### config.mk
export PLATFORM = sky130hd
export DESIGN_NAME = control_sequencer
export DESIGN_NICKNAME = d
export VERILOG_FILES = /design/src/rtl/control_sequencer.sv
export SDC_FILE = /design/constraint.sdc
export NUM_CORES = 1
export LEC_CHECK = 0
export BUFFER_PORTS_ARGS = -buffer_cell sky130_fd_sc_hd__buf_4
export CORE_MARGIN = 2
export CORE_UTILIZATION = 32
export CTS_CLUSTER_DIAMETER = 150
export CTS_CLUSTER_SIZE = 40
export DETAILED_ROUTE_END_ITERATION = 6
export GPL_TIMING_DRIVEN = 0
export MAX_ROUTING_LAYER = met4
export RECOVER_POWER = 25
export SLEW_MARGIN = 10
export SYNTH_ARGS = -nofsm -noshare
export SYNTH_HDL_FRONTEND = slang
export SYNTH_SLANG_ARGS = --single-unit
### constraint.sdc
create_clock -name clk -period 2.1 [get_ports clk]
set_clock_uncertainty 0.15 [all_clocks]
set_input_delay 0.105 -clock clk [delete_from_list [all_inputs] [get_ports clk]]
set_output_delay 0.105 -clock clk [all_outputs]
set_load 0.005 [all_outputs]
### src/rtl/control_sequencer.sv
// rtl/control_sequencer.sv - multi-cycle control sequencer for the single-issue core
// Ports:
//   clk           rising-edge clock
//   rstn          synchronous active-low reset
//   instruction   current fetched instruction from the datapath
//   ex_no_stay    memcpy counter done-and-enabled flag (only used in MC_STORE)
//   ctrl_signals  packed datapath control word (combinational, zero latency)
//   busy          memcpy in progress
//   halted        ECALL/EBREAK reached, core frozen
//   illegal       unsupported opcode reached, core frozen
//   retired       saturating count of completed instructions

`ifndef CONTROLS_SVH
`define CONTROLS_SVH
`define ALU_ADD    4'd0
`define ALU_SUB    4'd1
`define ALU_SLL    4'd2
`define ALU_SLT    4'd3
`define ALU_SLTU   4'd4
`define ALU_XOR    4'd5
`define ALU_SRL    4'd6
`define ALU_SRA    4'd7
`define ALU_OR     4'd8
`define ALU_AND    4'd9
`define ALU_PASS_B 4'd10
`define LS_BYTE    2'd0
`define LS_HALF    2'd1
`define LS_WORD    2'd2
`define BR_NONE    3'd0
`define BR_BEQ     3'd1
`define BR_BNE     3'd2
`define BR_BLT     3'd3
`define BR_BGE     3'd4
`define BR_BLTU    3'd5
`define BR_BGEU    3'd6
// Three bits cannot hold none + six branches + two jumps; both jumps share
// one code and the datapath picks the target base through alu_a_sel.
`define BR_JAL     3'd7
`define BR_JALR    3'd7
`endif

module control_sequencer (
  input  logic        clk,
  input  logic        rstn,
  input  logic [31:0] instruction,
  input  logic        ex_no_stay,
  output logic [20:0] ctrl_signals,
  output logic        busy,
  output logic        halted,
  output logic        illegal,
  output logic [31:0] retired
);

  localparam logic [6:0] OP_R      = 7'b0110011;
  localparam logic [6:0] OP_I      = 7'b0010011;
  localparam logic [6:0] OP_LOAD   = 7'b0000011;
  localparam logic [6:0] OP_STORE  = 7'b0100011;
  localparam logic [6:0] OP_BRANCH = 7'b1100011;
  localparam logic [6:0] OP_JAL    = 7'b1101111;
  localparam logic [6:0] OP_JALR   = 7'b1100111;
  localparam logic [6:0] OP_LUI    = 7'b0110111;
  localparam logic [6:0] OP_AUIPC  = 7'b0010111;
  localparam logic [6:0] OP_MEMCPY = 7'b0001011;
  localparam logic [6:0] OP_SYSTEM = 7'b1110011;

  localparam logic [1:0]  WSRC_ALU = 2'd0;
  localparam logic [1:0]  WSRC_MEM = 2'd1;
  localparam logic [1:0]  WSRC_PC  = 2'd2;
  localparam logic [20:0] CTRL_STAY = 21'h000008;

  typedef enum logic [2:0] {BOOT, RUN, MC_LOAD, MC_STORE, HALT, TRAP} state_t;

  state_t state, state_next;
  logic   retire;

  logic [6:0] opcode;
  logic [2:0] funct3;
  logic       f7b5;
  logic       unused_instr_bits;

  assign opcode = instruction[6:0];
  assign funct3 = instruction[14:12];
  assign f7b5   = instruction[30];
  assign unused_instr_bits = &{1'b0, instruction[31], instruction[29:15], instruction[11:7]};

  logic       write_en, alu_b_sel, alu_a_sel, mem_write, mem_read, load_unsigned;
  logic       stay, memcpy_store, counter_en, counter_sel;
  logic [3:0] alu_sel;
  logic [1:0] ls_type, write_src_sel;
  logic [2:0] branch_type;
  logic [20:0] ctrl_word;

  // sub_en lets funct7[5] pick SUB (R-type only); sra_en lets it pick SRA.
  function automatic logic [3:0] alu_op(input logic [2:0] f3, input logic sub_en,
                                        input logic sra_en);
    case (f3)
      3'b000:  alu_op = sub_en ? `ALU_SUB : `ALU_ADD;
      3'b001:  alu_op = `ALU_SLL;
      3'b010:  alu_op = `ALU_SLT;
      3'b011:  alu_op = `ALU_SLTU;
      3'b100:  alu_op = `ALU_XOR;
      3'b101:  alu_op = sra_en ? `ALU_SRA : `ALU_SRL;
      3'b110:  alu_op = `ALU_OR;
      default: alu_op = `ALU_AND;
    endcase
  endfunction

  always_ff @(posedge clk) begin
    if (!rstn) begin
      state   <= BOOT;
      retired <= 32'd0;
    end else begin
      state <= state_next;
      if (retire && (retired != 32'hFFFF_FFFF))
        retired <= retired + 32'd1;
    end
  end

  always_comb begin
    write_en      = 1'b0;
    alu_sel       = `ALU_ADD;
    alu_b_sel     = 1'b0;
    alu_a_sel     = 1'b0;
    mem_write     = 1'b0;
    mem_read      = 1'b0;
    ls_type       = `LS_BYTE;
    load_unsigned = 1'b0;
    write_src_sel = WSRC_ALU;
    branch_type   = `BR_NONE;
    stay          = 1'b0;
    memcpy_store  = 1'b0;
    counter_en    = 1'b0;
    counter_sel   = 1'b0;
    state_next    = state;
    retire        = 1'b0;

    case (state)
      BOOT: begin
        stay       = 1'b1;
        state_next = RUN;
      end
      RUN: begin
        retire = 1'b1;
        case (opcode)
          OP_R: begin
            write_en = 1'b1;
            alu_sel  = alu_op(funct3, f7b5, f7b5);
          end
          OP_I: begin
            write_en  = 1'b1;
            alu_b_sel = 1'b1;
            alu_sel   = alu_op(funct3, 1'b0, f7b5);
          end
          OP_LOAD: begin
            write_en      = 1'b1;
            alu_b_sel     = 1'b1;
            mem_read      = 1'b1;
            ls_type       = funct3[1:0];
            load_unsigned = funct3[2];
            write_src_sel = WSRC_MEM;
          end
          OP_STORE: begin
            alu_b_sel = 1'b1;
            mem_write = 1'b1;
            ls_type   = funct3[1:0];
          end
          OP_BRANCH: begin
            alu_a_sel = 1'b1;
            alu_b_sel = 1'b1;
            case (funct3)
              3'b000:  branch_type = `BR_BEQ;
              3'b001:  branch_type = `BR_BNE;
              3'b100:  branch_type = `BR_BLT;
              3'b101:  branch_type = `BR_BGE;
              3'b110:  branch_type = `BR_BLTU;
              3'b111:  branch_type = `BR_BGEU;
              default: branch_type = `BR_NONE;
            endcase
          end
          OP_JAL: begin
            write_en      = 1'b1;
            alu_a_sel     = 1'b1;
            write_src_sel = WSRC_PC;
            branch_type   = `BR_JAL;
          end
          OP_JALR: begin
            write_en      = 1'b1;
            write_src_sel = WSRC_PC;
            branch_type   = `BR_JALR;
          end
          OP_LUI: begin
            write_en  = 1'b1;
            alu_b_sel = 1'b1;
            alu_sel   = `ALU_PASS_B;
          end
          OP_AUIPC: begin
            write_en  = 1'b1;
            alu_b_sel = 1'b1;
            alu_a_sel = 1'b1;
          end
          OP_MEMCPY: begin
            // memcpy retires only when its last store completes
            retire     = 1'b0;
            stay       = 1'b1;
            state_next = (funct3 == 3'b000) ? MC_LOAD : TRAP;
          end
          OP_SYSTEM: begin
            retire     = 1'b0;
            stay       = 1'b1;
            state_next = HALT;
          end
          default: begin
            retire     = 1'b0;
            stay       = 1'b1;
            state_next = TRAP;
          end
        endcase
      end
      MC_LOAD: begin
        write_en      = 1'b1;
        alu_b_sel     = 1'b1;
        mem_read      = 1'b1;
        write_src_sel = WSRC_MEM;
        stay          = 1'b1;
        counter_sel   = 1'b1;
        state_next    = MC_STORE;
      end
      MC_STORE: begin
        alu_b_sel    = 1'b1;
        mem_write    = 1'b1;
        stay         = 1'b1;
        memcpy_store = 1'b1;
        counter_en   = 1'b1;
        counter_sel  = 1'b1;
        if (ex_no_stay) begin
          state_next = RUN;
          retire     = 1'b1;
        end else begin
          state_next = MC_LOAD;
        end
      end
      HALT, TRAP: stay = 1'b1;
      default: begin
        stay       = 1'b1;
        state_next = BOOT;
      end
    endcase
  end

  assign ctrl_word = {write_en, alu_sel, alu_b_sel, alu_a_sel, mem_write, mem_read,
                      ls_type, load_unsigned, write_src_sel, branch_type, stay,
                      memcpy_store, counter_en, counter_sel};

  assign ctrl_signals = rstn ? ctrl_word : CTRL_STAY;
  assign busy    = (state == MC_LOAD) || (state == MC_STORE);
  assign halted  = (state == HALT);
  assign illegal = (state == TRAP);

endmodule
==> flow_metrics.tcl <==
set metrics [dict create \
    synthCells 302 \
    grt_max_degree 13 \
    synth_compound_gate_area_share_pct 17.1 \
    synthMuxAreaShare_pct 3.31 \
    final.min_clock_period_ns 2.23 \
    cts_root_buf "clkbuf_8" \
    post-route-period-util_pct 106 \
    area_growth_pct 61.2 \
    violations "setup timing" \
    slowest_stage "dfxtp_2" \
    cts_buffers 5 \
    ant_nets 0 \
    synth.distinct_cells 57 \
    synth_area_leaders "dfxtp_1, and2_1, nand2_1" \
    cts.sinks 35 \
    portBuffers 69 \
    synth_seq_cells 35 \
    p_comb_share_pct 13.4 \
    die_w_um 91.0 \
    ys.flop_type "dfxtp_1" \
    p_per_area_mw_per_mm2 421 \
    synth.yosys.seq_area_share_pct 28.9 \
    regArea_sq_um 758 \
    synth_fa_ha_area_share_pct 0.517 \
    multi_input_area_sq_mm 0.00189 \
    startpoint_type "register" \
    synth_top_area_cell "dfxtp_1" \
    required_ns 1.85 \
    r2r_end "retired[25]" \
    crit_path_end_kind "output pin" \
    rsz0062_at_grt "yes" \
    drive_gt1_share_pct 48.2 \
    finalHoldViolCount 0 \
    synth-simple-area-share_pct 39.7 \
    setup_viol 11 \
    antenna_found_initial 0 \
    syn-num-nets 338 \
    cts_hold_buf 0 \
    clock_latency_ns 0.30 \
    wl_per_cell_um 14.9 \
    grt_pass1_wl_mm 12.0 \
    clockPowerShare_pct 46.2 \
    power_switching_mw 0.418 \
    slew-limit-headroom_pct 59.4 \
    p_int_mw 1.22 \
    grt_pass1_vias 2475 \
    min_to "state[1]" \
    gr-total-overflow 0 \
    gp_congestion 0.810 \
    tritoncts "done" \
    ios 91 \
    ys_warn_count 0 \
    first_pass_iters 4 \
    synth_top_family_by_area "simple AND/OR/NAND/NOR gates" \
    first_iter_violations 85 \
    cp_max_fo 4 \
    avgSynthCellArea_sq_um 8.02 \
    ff2ff_setup_slack_ns -0.05 \
    min_path_type "in -> reg" \
    max_cap_viol_count 0 \
    max_freq_mhz 448 \
    whs_ns 0.146 \
    startpoint "state[1]" \
    htree_levels 2 \
    drc 0 \
    worstHoldStart "ex_no_stay" \
    instances_no_fill 512 \
    syn_area_sq_mm 0.00242 \
    synthXorXnorAreaFrac_pct 4.70 \
    slew_violations 0 \
    worstHoldPathCells 4 \
    cts_max_path_buffers 2 \
    ir_drop_uv 280 \
    antenna-diode-count 0 \
    slowest_delay_ns 0.33 \
    arrival_ns 1.98 \
    vias 2666 \
    synthArstFlopShare_pct 0 \
    reg2reg_depth 7 \
    utilization_pct 53.5 \
    worstMarginPinSlew_ns 0.605 \
    drt_wl_total_mm 7.60 \
    synth.top_cell.area_share_pct 28.9 \
    dp_hpwl_mm 5.04 \
    dieArea_sq_mm 0.00828 \
    nFillCells 717 \
    rows 31 \
    routed_via_density 5.21 \
    track_usage_pct 17.9 \
    clk_pin_slew_ns 0.08 \
    synth_edf_count 0 \
    dp.cells 470 \
    core_sq_mm 0.00729 \
    timing.final.ws_setup_ns -0.134 \
    critical_path_class "reg -> out" \
    fin_nets 448 \
    swShare_pct 25.4 \
    timing.rr.start "state[1]" \
    pwr-share-seq_pct 40.5 \
    die_y_um 91.0 \
    p_leak_nw 1.69 \
    status "complete, but fails checks" \
    start_util_pct 33.2 \
    crit_path_cell_trace "buf_6 > nor3b_4 > nand2_2 > nor3_4 > nor3b_4 > inv_2 > o22ai_2 > buf_4 > buf_6" \
]
[registers in the layout, indices dropped and copies added, names as in the netlist]
signal / count
retired: 32
state: 3
[routing by layer]
metal / up-vias / global-route usage, % / wire [um]
met2: 62 / 29.8 / 3710
met1: 1285 / 22.5 / 3470
met3: 7 / 3.57 / 355
met4: 0 / 4.04 / 59
met5: - / - / 0
li1: 1312 / - / -
[synth_stat cells (all sizes together), types with 3 or more instances]
master	instances
xor2	6
nand4	14
xnor2	7
clkbuf	6
nor2	22
a21oi	8
nand2b	12
buf	10
or3	8
and3	8
o21ai	10
nor2b	8
nand2	27
nor4	3
dfxtp	35
o31ai	5
inv	9
o22ai	3
nor3b	6
mux2i	8
a21boi	9
and2	18
nor3	11
nand3	18
nand4b	3
[critical path: cells and delay by family, from the launching register on]
| kind | cells | cell delay [ns] |
|---|---|---|
| and+or+nand+nor | 4 | 0.82 |
| buffers and inverters | 4 | 0.40 |
| DFF | 1 | 0.33 |
| AOI/OAI and AO/OA | 1 | 0.12 |
[timing repair]
| item | 4_1_cts | 5_1_grt |
|---|---|---|
| gates resized for setup | 55 | 57 |
| buffers inserted | 18 | 17 |
| endpoints found under the setup margin | 38 | 38 |
| cloned | 1 | 0 |
| pin swaps | 30 | 20 |
[through the flow]
step	setup TNS (ns)	total power, mW	setup WS (ns)	area [sq um]
global placement	-3.97	0.867	-0.286	3100
floorplan	-0.0132	0.800	-0.0132	2450
finish	-0.628	1.64	-0.134	3900
detailed placement	-3.74	0.868	-0.275	3100
global route	-2.97	1.70	-0.235	3900
CTS	-1.04	1.65	-0.0922	3600
[logic make-up (layout without fill, tap and decap cells)]
| kind of cell | count (synthesis) | count (layout) |
|---|---|---|
| flops | 35 | 35 |
| compound gates | 54 | 54 |
| xor+xnor | 13 | 13 |
| fa+ha+maj | 1 | 1 |
| buf+inv | 25 | 136 |
| simple gates | 166 | 166 |
| mux | 8 | 8 |
[how the worst max path moves through the flow]
stage | to | cells past startpoint
after detailed placement | retired[14] | 10
after global routing | ctrl_signals[12] | 9
after floorplan | retired[25] | 6
after CTS | retired[25] | 9
after global placement | retired[16] | 10
final | ctrl_signals[12] | 9
[cell type report]
class	instances	area share, %
Inverter	9	0.865
Timing Repair Buffer	104	21.7
Clock buffer	5	1.76
Tap cell	99	3.17
Sequential cell	35	19.4
Buffer	15	2.85
Multi-Input combinational cell	242	48.5
Clock inverter	3	1.73
[power groups by stage]
stage	Clock (mW)	Sequential (mW)	Combinational, mW
2_1_floorplan	0	0.691	0.110
3_3_place_gp	0	0.692	0.174
3_5_place_dp	0	0.692	0.176
4_1_cts	0.766	0.675	0.209
5_1_grt	0.794	0.665	0.240
6_report	0.758	0.664	0.220
[layout by cell type, fill, tap and decap left out, drive strengths merged, types with 9 or more instances in the layout]
master | synthesis | routed
dfxtp | 35 | 35
a21boi | 9 | 9
nand2 | 27 | 27
inv | 9 | 9
nand4 | 14 | 14
nand3 | 18 | 18
nand2b | 12 | 12
and2 | 18 | 18
o21ai | 10 | 10
buf | 10 | 113
nor2 | 22 | 22
clkbuf | 6 | 11
nor3 | 11 | 11
No activity file was read; power rests on OpenSTA's default activity.
